[src/rtl/mem_write_scoreboard.sv]
// ============================================================================
// Module   : mem_write_scoreboard
// Summary  : Scores CPU data-memory writes to a window of word addresses
//            against a loadable expected table; reports errors and duration.
//            Optional watchdog: define SCOREBOARD_TIMEOUT_EN.
// Revision : 1.0 - initial parametrised release
// ============================================================================
`default_nettype none

module mem_write_scoreboard #(
    parameter int          ADDR_W         = 30,
    parameter int          DATA_W         = 32,
    parameter int          NUM_CHECKS     = 14,
    parameter int          BASE_ADDR      = 0,
    parameter logic [15:0] TIMEOUT_CYCLES = 16'd50000,
    localparam int         IDX_W          = $clog2(NUM_CHECKS)
) (
    input  logic              clk,
    input  logic              rst,
    input  logic [ADDR_W-1:0] addr,
    input  logic [DATA_W-1:0] data,
    input  logic              wen,
    input  logic              exp_we,
    input  logic [IDX_W-1:0]  exp_idx,
    input  logic [DATA_W-1:0] exp_data,
    output logic [7:0]        error_num,
    output logic [15:0]       duration,
    output logic              finish,
    output logic [IDX_W:0]    checked_cnt,
    output logic              first_err_valid,
    output logic [IDX_W-1:0]  first_err_idx
`ifdef SCOREBOARD_TIMEOUT_EN
    ,
    output logic              timeout
`endif
);

    typedef enum logic [1:0] {
        S_IDLE   = 2'd0,
        S_CHECK  = 2'd1,
        S_REPORT = 2'd2
    } state_t;

    localparam logic [ADDR_W:0] c_base = (ADDR_W+1)'(BASE_ADDR);
    localparam logic [ADDR_W:0] c_end  = c_base + (ADDR_W+1)'(NUM_CHECKS);
    localparam logic [IDX_W:0]  c_num  = (IDX_W+1)'(NUM_CHECKS);

    state_t                  r_state, w_state_nxt;
    logic [7:0]              r_error_num, w_err_nxt;
    logic [15:0]             r_duration, w_dur_nxt;
    logic [IDX_W:0]          r_checked_cnt, w_chk_nxt;
    logic                    r_first_err_valid, w_fv_nxt;
    logic [IDX_W-1:0]        r_first_err_idx, w_fi_nxt;
    logic [NUM_CHECKS-1:0]   r_seen, w_seen_nxt;
    logic                    r_wen_q;
    logic [DATA_W-1:0]       r_table [NUM_CHECKS];

    logic [ADDR_W:0]         w_addr_ext;
    logic                    w_accept;
    logic                    w_hit;
    logic [IDX_W-1:0]        w_idx;
    logic [DATA_W-1:0]       w_data_mod;
    logic [DATA_W-1:0]       w_exp;
    logic                    w_mismatch;
    logic                    w_tab_we;

`ifdef SCOREBOARD_TIMEOUT_EN
    logic                    r_timeout, w_to_nxt;
    logic [8:0]              w_unseen;
    logic [8:0]              w_sum;
`endif

    assign w_addr_ext = {1'b0, addr};
    assign w_accept   = wen & ~r_wen_q;
    assign w_hit      = (w_addr_ext >= c_base) && (w_addr_ext < c_end);
    assign w_idx      = IDX_W'(w_addr_ext - c_base);
    assign w_tab_we   = (r_state == S_IDLE) && exp_we && ({1'b0, exp_idx} < c_num);

    // CPU stores little-endian; the table holds values in readable order.
    for (genvar i = 0; i < DATA_W/8; i++) begin : g_byte_rev
        assign w_data_mod[8*i +: 8] = data[DATA_W-8-8*i +: 8];
    end

    // A table write to the index being scored in the same cycle wins.
    assign w_exp      = (w_tab_we && exp_idx == w_idx) ? exp_data : r_table[w_idx];
    assign w_mismatch = (w_data_mod != w_exp);

    always_ff @(posedge clk) begin
        if (w_tab_we) r_table[exp_idx] <= exp_data;
    end

    always_comb begin
        w_state_nxt = r_state;
        w_err_nxt   = r_error_num;
        w_dur_nxt   = r_duration;
        w_chk_nxt   = r_checked_cnt;
        w_fv_nxt    = r_first_err_valid;
        w_fi_nxt    = r_first_err_idx;
        w_seen_nxt  = r_seen;
`ifdef SCOREBOARD_TIMEOUT_EN
        w_to_nxt    = r_timeout;
        w_unseen    = '0;
        w_sum       = '0;
`endif
        case (r_state)
            S_IDLE: begin
                if (w_accept && w_hit && w_idx == '0) begin
                    w_state_nxt   = S_CHECK;
                    w_seen_nxt[0] = 1'b1;
                    w_chk_nxt     = (IDX_W+1)'(1);
                    w_err_nxt     = w_mismatch ? 8'd1 : 8'd0;
                    if (w_mismatch) begin
                        w_fv_nxt = 1'b1;
                        w_fi_nxt = '0;
                    end
                end
            end
            S_CHECK: begin
                if (r_duration != 16'hFFFF) w_dur_nxt = r_duration + 16'd1;
                if (w_accept && w_hit && !r_seen[w_idx]) begin
                    w_seen_nxt[w_idx] = 1'b1;
                    w_chk_nxt         = r_checked_cnt + 1'b1;
                    if (w_mismatch) begin
                        if (r_error_num != 8'hFE) w_err_nxt = r_error_num + 8'd1;
                        if (!r_first_err_valid) begin
                            w_fv_nxt = 1'b1;
                            w_fi_nxt = w_idx;
                        end
                    end
                end
                if (w_chk_nxt == c_num) begin
                    w_state_nxt = S_REPORT;
                end
`ifdef SCOREBOARD_TIMEOUT_EN
                else if (r_duration == TIMEOUT_CYCLES) begin
                    // Every index never scored is charged as one error.
                    w_state_nxt = S_REPORT;
                    w_to_nxt    = 1'b1;
                    for (int i = 0; i < NUM_CHECKS; i++) begin
                        w_unseen = w_unseen + {8'b0, ~w_seen_nxt[i]};
                    end
                    w_sum     = {1'b0, w_err_nxt} + w_unseen;
                    w_err_nxt = (w_sum > 9'h0FE) ? 8'hFE : w_sum[7:0];
                end
`endif
            end
            default: ;
        endcase
    end

    always_ff @(posedge clk or negedge rst) begin
        if (!rst) begin
            r_state           <= S_IDLE;
            r_error_num       <= 8'hFF;
            r_duration        <= '0;
            r_checked_cnt     <= '0;
            r_first_err_valid <= 1'b0;
            r_first_err_idx   <= '0;
            r_seen            <= '0;
            r_wen_q           <= 1'b0;
        end else begin
            r_state           <= w_state_nxt;
            r_error_num       <= w_err_nxt;
            r_duration        <= w_dur_nxt;
            r_checked_cnt     <= w_chk_nxt;
            r_first_err_valid <= w_fv_nxt;
            r_first_err_idx   <= w_fi_nxt;
            r_seen            <= w_seen_nxt;
            r_wen_q           <= wen;
        end
    end

`ifdef SCOREBOARD_TIMEOUT_EN
    always_ff @(posedge clk or negedge rst) begin
        if (!rst) r_timeout <= 1'b0;
        else      r_timeout <= w_to_nxt;
    end
    assign timeout = r_timeout;
`endif

    assign error_num       = r_error_num;
    assign duration        = r_duration;
    assign finish          = (r_state == S_REPORT);
    assign checked_cnt     = r_checked_cnt;
    assign first_err_valid = r_first_err_valid;
    assign first_err_idx   = r_first_err_idx;

endmodule

`default_nettype wire
[config.mk]
export PLATFORM = sky130hd
export DESIGN_NAME = mem_write_scoreboard
export DESIGN_NICKNAME = d
export VERILOG_FILES = /design/src/rtl/mem_write_scoreboard.sv
export SDC_FILE = /design/constraint.sdc
export NUM_CORES = 1
export LEC_CHECK = 0
export BUFFER_PORTS_ARGS = -buffer_cell sky130_fd_sc_hd__buf_2
export CAP_MARGIN = 10
export CORE_ASPECT_RATIO = 1.75
export CORE_MARGIN = 4
export CORE_UTILIZATION = 57
export DETAILED_ROUTE_END_ITERATION = 8
export PLACE_DENSITY = 0.75
export SLEW_MARGIN = 25
export SYNTH_ARGS = -nofsm -noshare
export SYNTH_HDL_FRONTEND = slang
export SYNTH_SLANG_ARGS = --single-unit
[constraint.sdc]
create_clock -name clk -period 5.1 [get_ports clk]
set_clock_uncertainty 0.2 [all_clocks]
set_input_delay 1.02 -clock clk [delete_from_list [all_inputs] [get_ports clk]]
set_output_delay 1.02 -clock clk [all_outputs]
set_load 0.1 [all_outputs]
Word-level counts from Yosys, hierarchy flattened --
Memories as Yosys holds them, arrays and structs flattened. Index checks and enable logic that the tools add are counted.
Word-level totals: output and inout port bits 35, flip-flop bits (word level) 51, memories 1, logic and storage cells 87, bits in writable memories 448, bits of input ports 102
Memory list:
- r_table | depth 14, bits a word 32, read ports 1, clocked after Yosys merged registers in 0, write ports 1, line 56 | logic [DATA_W-1:0] r_table [NUM_CHECKS];
Cells by class: reductions and logical operators 19, eq/ne operators 14, magnitude comparators 5, add/sub/neg operators 3, bitwise gates (word level) 3, mux-type cells 33
Operators with widths (count):
- $mux 32 | 1
- $mux 8 | 4
- $ne 32x32->1 | 1
- $ge 30x1->1 const B | 1
- $lt 30x4->1 const B | 1
- $mux 4 | 5
- $add 16x1->16 const B | 1
- $ne 16x16->1 const B | 1
- $pmux 8 s2 | 1
- $mux 5 | 3
- $or 14x14->14 | 1
- $ne 2x2->1 const B | 6
- $mux 1 | 10
- $pmux 5 s2 | 1
- $add 8x1->8 const B | 1
- $logic_and 1x1->1 | 8
- $ne 8x8->1 const B | 1
- $pmux 4 s2 | 1
- $reduce_and 2->1 | 3
- $reduce_and 3->1 | 2
- $reduce_and 6->1 | 1
- $add 5x1->5 const B | 1
- $eq 5x4->1 const B | 1
- $lt 4x5->1 const B | 1
- other kinds (18) | 20

Logic depth before layout (Yosys ltp) --
depth in word-level cells 9, mapped depth 16, gate-level depth less buffers 10

Least setup slack after synthesis --
Ideal clock, no wire load.
path kind in2reg, from input exp_we, to memory r_table[2][0], enable pin, arrival 3.799 ns, library setup time 0.461 ns, slack 0.639 ns, buffers on the path 0, required time 4.439 ns, stages on the path 4, path through nor3b_1 and2_1 nand3b_1 nor3_1
Between the ends: word-level cells in the longest chain between the ends 4
RTL lines:
- start, declared | line 23 | input logic exp_we,
- $logic_and 1x1->1 (2 in series) | line 77 | assign w_tab_we = (r_state == S_IDLE) && exp_we && ({1'b0, exp_idx} < c_num);
- $mux 1 | line 89 | if (w_tab_we) r_table[exp_idx] <= exp_data;
- $mux 1 (not written as such) | line 89
- end, declared | line 56
No other way between the ends.

Worst setup path after layout --
from input addr[1], to register r_first_err_idx[1] (netlist: first_err_idx[1])
Between the ends: word-level cells in the longest chain between the ends 6, elaborated cells between the ends (all ways) 24, classes of those cells order compare: 2; eq/ne: 6; mux: 7; reduce/logical: 8; memory: 1
RTL lines:
- start, declared | line 20 | input logic [ADDR_W-1:0] addr,
- $ge 30x1->1, or another cell as far along | line 75 | assign w_hit = (w_addr_ext >= c_base) && (w_addr_ext < c_end);
- $logic_and 1x1->1, or another cell as far along | line 75
- $logic_and 1x1->1, or another cell as far along | line 107, 120
- $logic_and 1x1->1, or another cell as far along | line 120 | if (w_accept && w_hit && !r_seen[w_idx]) begin
- $ne 2x2->1 (no line) or $ne 2x1->1 (tied branches)
- $reduce_and 6->1 (no line)
- end signal, assigned | line 167 | r_first_err_idx <= w_fi_nxt;
- end, declared | line 53 | logic [IDX_W-1:0] r_first_err_idx, w_fi_nxt;
Several ways; a longest one is shown, not always the timed one. The select of a mux whose other input is x is not followed. A chain may end at the register's enable or synchronous reset.

==> reports/metrics.cfg <==
[outcome]
status=finished clean

[route]
dr.pass1.iters=7
route.met2.wl_um=28800
post-route-drc-count=0
vias=12600
ant_nets=0
wl_um=55300
viasPerCell=6.48
drt_iter0_markers=1238
top_layer_used=met5
wl_met3_um=4360
post_drt_wl_per_cell_um=28.4
met1_length_um=19200

[power_and_ir_drop]
clkPwrFrac_pct=40.6
p_per_area_nw_per_um2=360
leakagePower_nw=8.67
power_w=0.00858
intPower_w=0.00677
swShare_pct=21.1
p_comb_share_pct=6.7
pwr-share-seq_pct=52.7
ir_drop_mv=0.343
p_switching_w=0.00181

[clock_tree]
cts_tree=yes
clockBufferDepth=3
numClockSinks=499
cts_resized=0
cts_root_buf=clkbuf_16
h-tree-depth=2
holdBufCountCts=0
numCtsBuffers=43
clk_pin_slew_ns=0.07
cts_setup_buffers=0
clk_latency_ns=0.54

[layout]
final_nets=1550
drive_gt1_share_pct=24.8
area_growth_syn_to_layout_pct=13.6
final_common_cell=edfxtp_1
mostFrequentLayoutCells=edfxtp_1, buf_2, mux2i_1
nFillCells=2507

[min_path]
min-delay-start=r_seen[2]
hold_path_class=register to register

[synthesis]
ys_seq_area_share_pct=70.1
ys_warn_count=0
ys_ff_latch=499
syn_inst=1268
postSynthAreaPerCell_um2=16.6
synth_nets=1374
syn-cell-area_um2=21000
ys_async_sr_fraction_pct=10.2
synthFlopType=edfxtp_1
synth_edf_count=448
ys_types=75

[worst_setup_path]
critPathMaxStageDelay_ns=0.45
crit_required_ns=5.38
crit_path_start=addr[1]
crit_chain=buf_2 -> buf_4 -> nor3_2 -> buf_4 -> a22oi_1 -> nand4_1 -> o211a_1 -> nor4_1 -> nand4_1 -> a2111oi_4 -> nand4_4 -> o211ai_2 -> a32o_1
critPathTopFamily=compound AO/OA/AOI/OAI gates
start_kind=input pin
endpoint_kind=register
critPathKind=input pin to register
cpMaxStageDelayCell=buf_2
r2r_start=r_state[0]
worstPathArrival_ns=4.64
cp_max_fo=22
cp_num_buf_inv=3

[timing]
fin_tns_setup_ns=0
rsz0062_at_grt=false
hold_violations=0
fmax_ghz=0.230
drv_slew=0
max_slew_margin_pct=43.7
period_minus_slack_ns=4.35
setup_violations=0
final.period_utilization_pct=85.4
worstMarginPinSlew_ns=0.843

[floorplanning]
coreArea_um2=36300
dieArea_um2=40100
io_pins=137
initial_utilization_pct=58.0
die_height_um=262
die_w_um=153
rows=92

[place]
gp_congestion=0.944
hpwl_um=35900
port_buffers=136

[run]
max_cap_viol_count=0

[global_route]
antenna_found_initial=2
overflow=0
grt_start_max_net_pins=52
grt_first_pass_wirelength_um=80000
grt_use_total_pct=27.1
grt_pass1_vias=12500

-- routing by layer --
metal,vias up,GRT usage [%]
met5,-,0
met4,2,13.1
met1,6411,32.3
li1,5393,-
met2,653,48.1
met3,154,4.33
-- synth_stat cells, drive strengths merged (12+ instances only) --
| master | instances | share of area [%] |
|---|---|---|
| xnor2 | 32 | 1.3 |
| nand3 | 23 | 0.55 |
| a22oi | 33 | 1.2 |
| nor3 | 17 | 0.43 |
| a211oi | 15 | 0.61 |
| clkbuf | 12 | 0.21 |
| mux2i | 127 | 6.0 |
| nand2 | 52 | 0.93 |
| nor2 | 59 | 1.1 |
| nand4 | 25 | 0.82 |
| o22ai | 27 | 0.80 |
| edfxtp | 448 | 64 |
| o21ai | 17 | 0.40 |
| xor2 | 14 | 0.58 |
| buf | 44 | 1.9 |
| a21oi | 12 | 0.34 |
| inv | 28 | 0.50 |
| dfrtp | 43 | 5.1 |
| mux4 | 44 | 4.8 |
| mux2 | 28 | 1.5 |
| a21o | 12 | 0.43 |
| nor4 | 18 | 0.57 |
-- metrics by stage --
stage	setup WS, ns	area, um^2	hold WS [ns]	util, %	std cells
global placement	0.339	22400	0.234	61.7	1869
global route	0.597	23900	0.273	65.8	1946
CTS	0.857	23900	0.264	65.8	1946
detailed placement	0.325	22400	0.248	61.7	1869
finish	0.746	23900	0.263	65.8	1947
floorplan	0.639	21000	0.223	-	1268
-- path summary, 6_finish.rpt --
kind / cells after the start / slack (ns) / end
max: 13 / 0.75 / first_err_idx[1]
min: 1 / 0.26 / r_seen[2]
max reg2reg: 8 / 1.13 / first_err_idx[1]
min reg2reg: 1 / 0.26 / r_seen[2]
max in group asynchronous: 2 / 3.87 / r_wen_q
min in group asynchronous: 2 / 0.38 / duration[11]
-- cells by family after synthesis --
| family | after synthesis | share of synthesized area [%] |
|---|---|---|
| AO/OA/AOI/OAI | 174 | 6.14 |
| XOR/XNOR | 46 | 1.92 |
| flip-flops | 499 | 70.1 |
| AND/OR/NAND/NOR | 262 | 6.67 |
| multiplexers | 199 | 12.3 |
| adder cells (fa/ha/maj) | 4 | 0.238 |
| buffers and inverters | 84 | 2.60 |
-- area by class of cell --
| type | count | area, um^2 | share of cell area [%] |
|---|---|---|---|
| Tap cell | 470 | 588 | 2.46 |
| Timing Repair Buffer | 187 | 1100 | 4.60 |
| Clock inverter | 28 | 397 | 1.66 |
| Sequential cell | 499 | 14700 | 61.8 |
| Clock buffer | 49 | 1100 | 4.60 |
| Antenna cell | 1 | 2.50 | 0.0105 |
| Inverter | 28 | 105 | 0.440 |
| Multi-Input combinational cell | 685 | 5840 | 24.5 |
-- sequential cells by signal (all words and copies together), names as in the netlist --
register         count
first_err_idx        4
r_state              2
error_num            8
r_table            448
checked_cnt          5
r_seen              14
first_err_valid      1
duration            16
r_wen_q              1
-- power groups by stage --
| stage | Sequential (W) | Combinational [W] | Clock (W) |
|---|---|---|---|
| final | 0.00452 | 0.000572 | 0.00349 |
| after detailed placement | 0.00461 | 0.000564 | 0 |
| after CTS | 0.00452 | 0.000568 | 0.00352 |
| after global placement | 0.00461 | 0.000556 | 0 |
| after floorplan | 0.00461 | 0.000315 | 0 |
| after global routing | 0.00452 | 0.000602 | 0.00370 |
No activity file was read; power rests on OpenSTA's default activity.
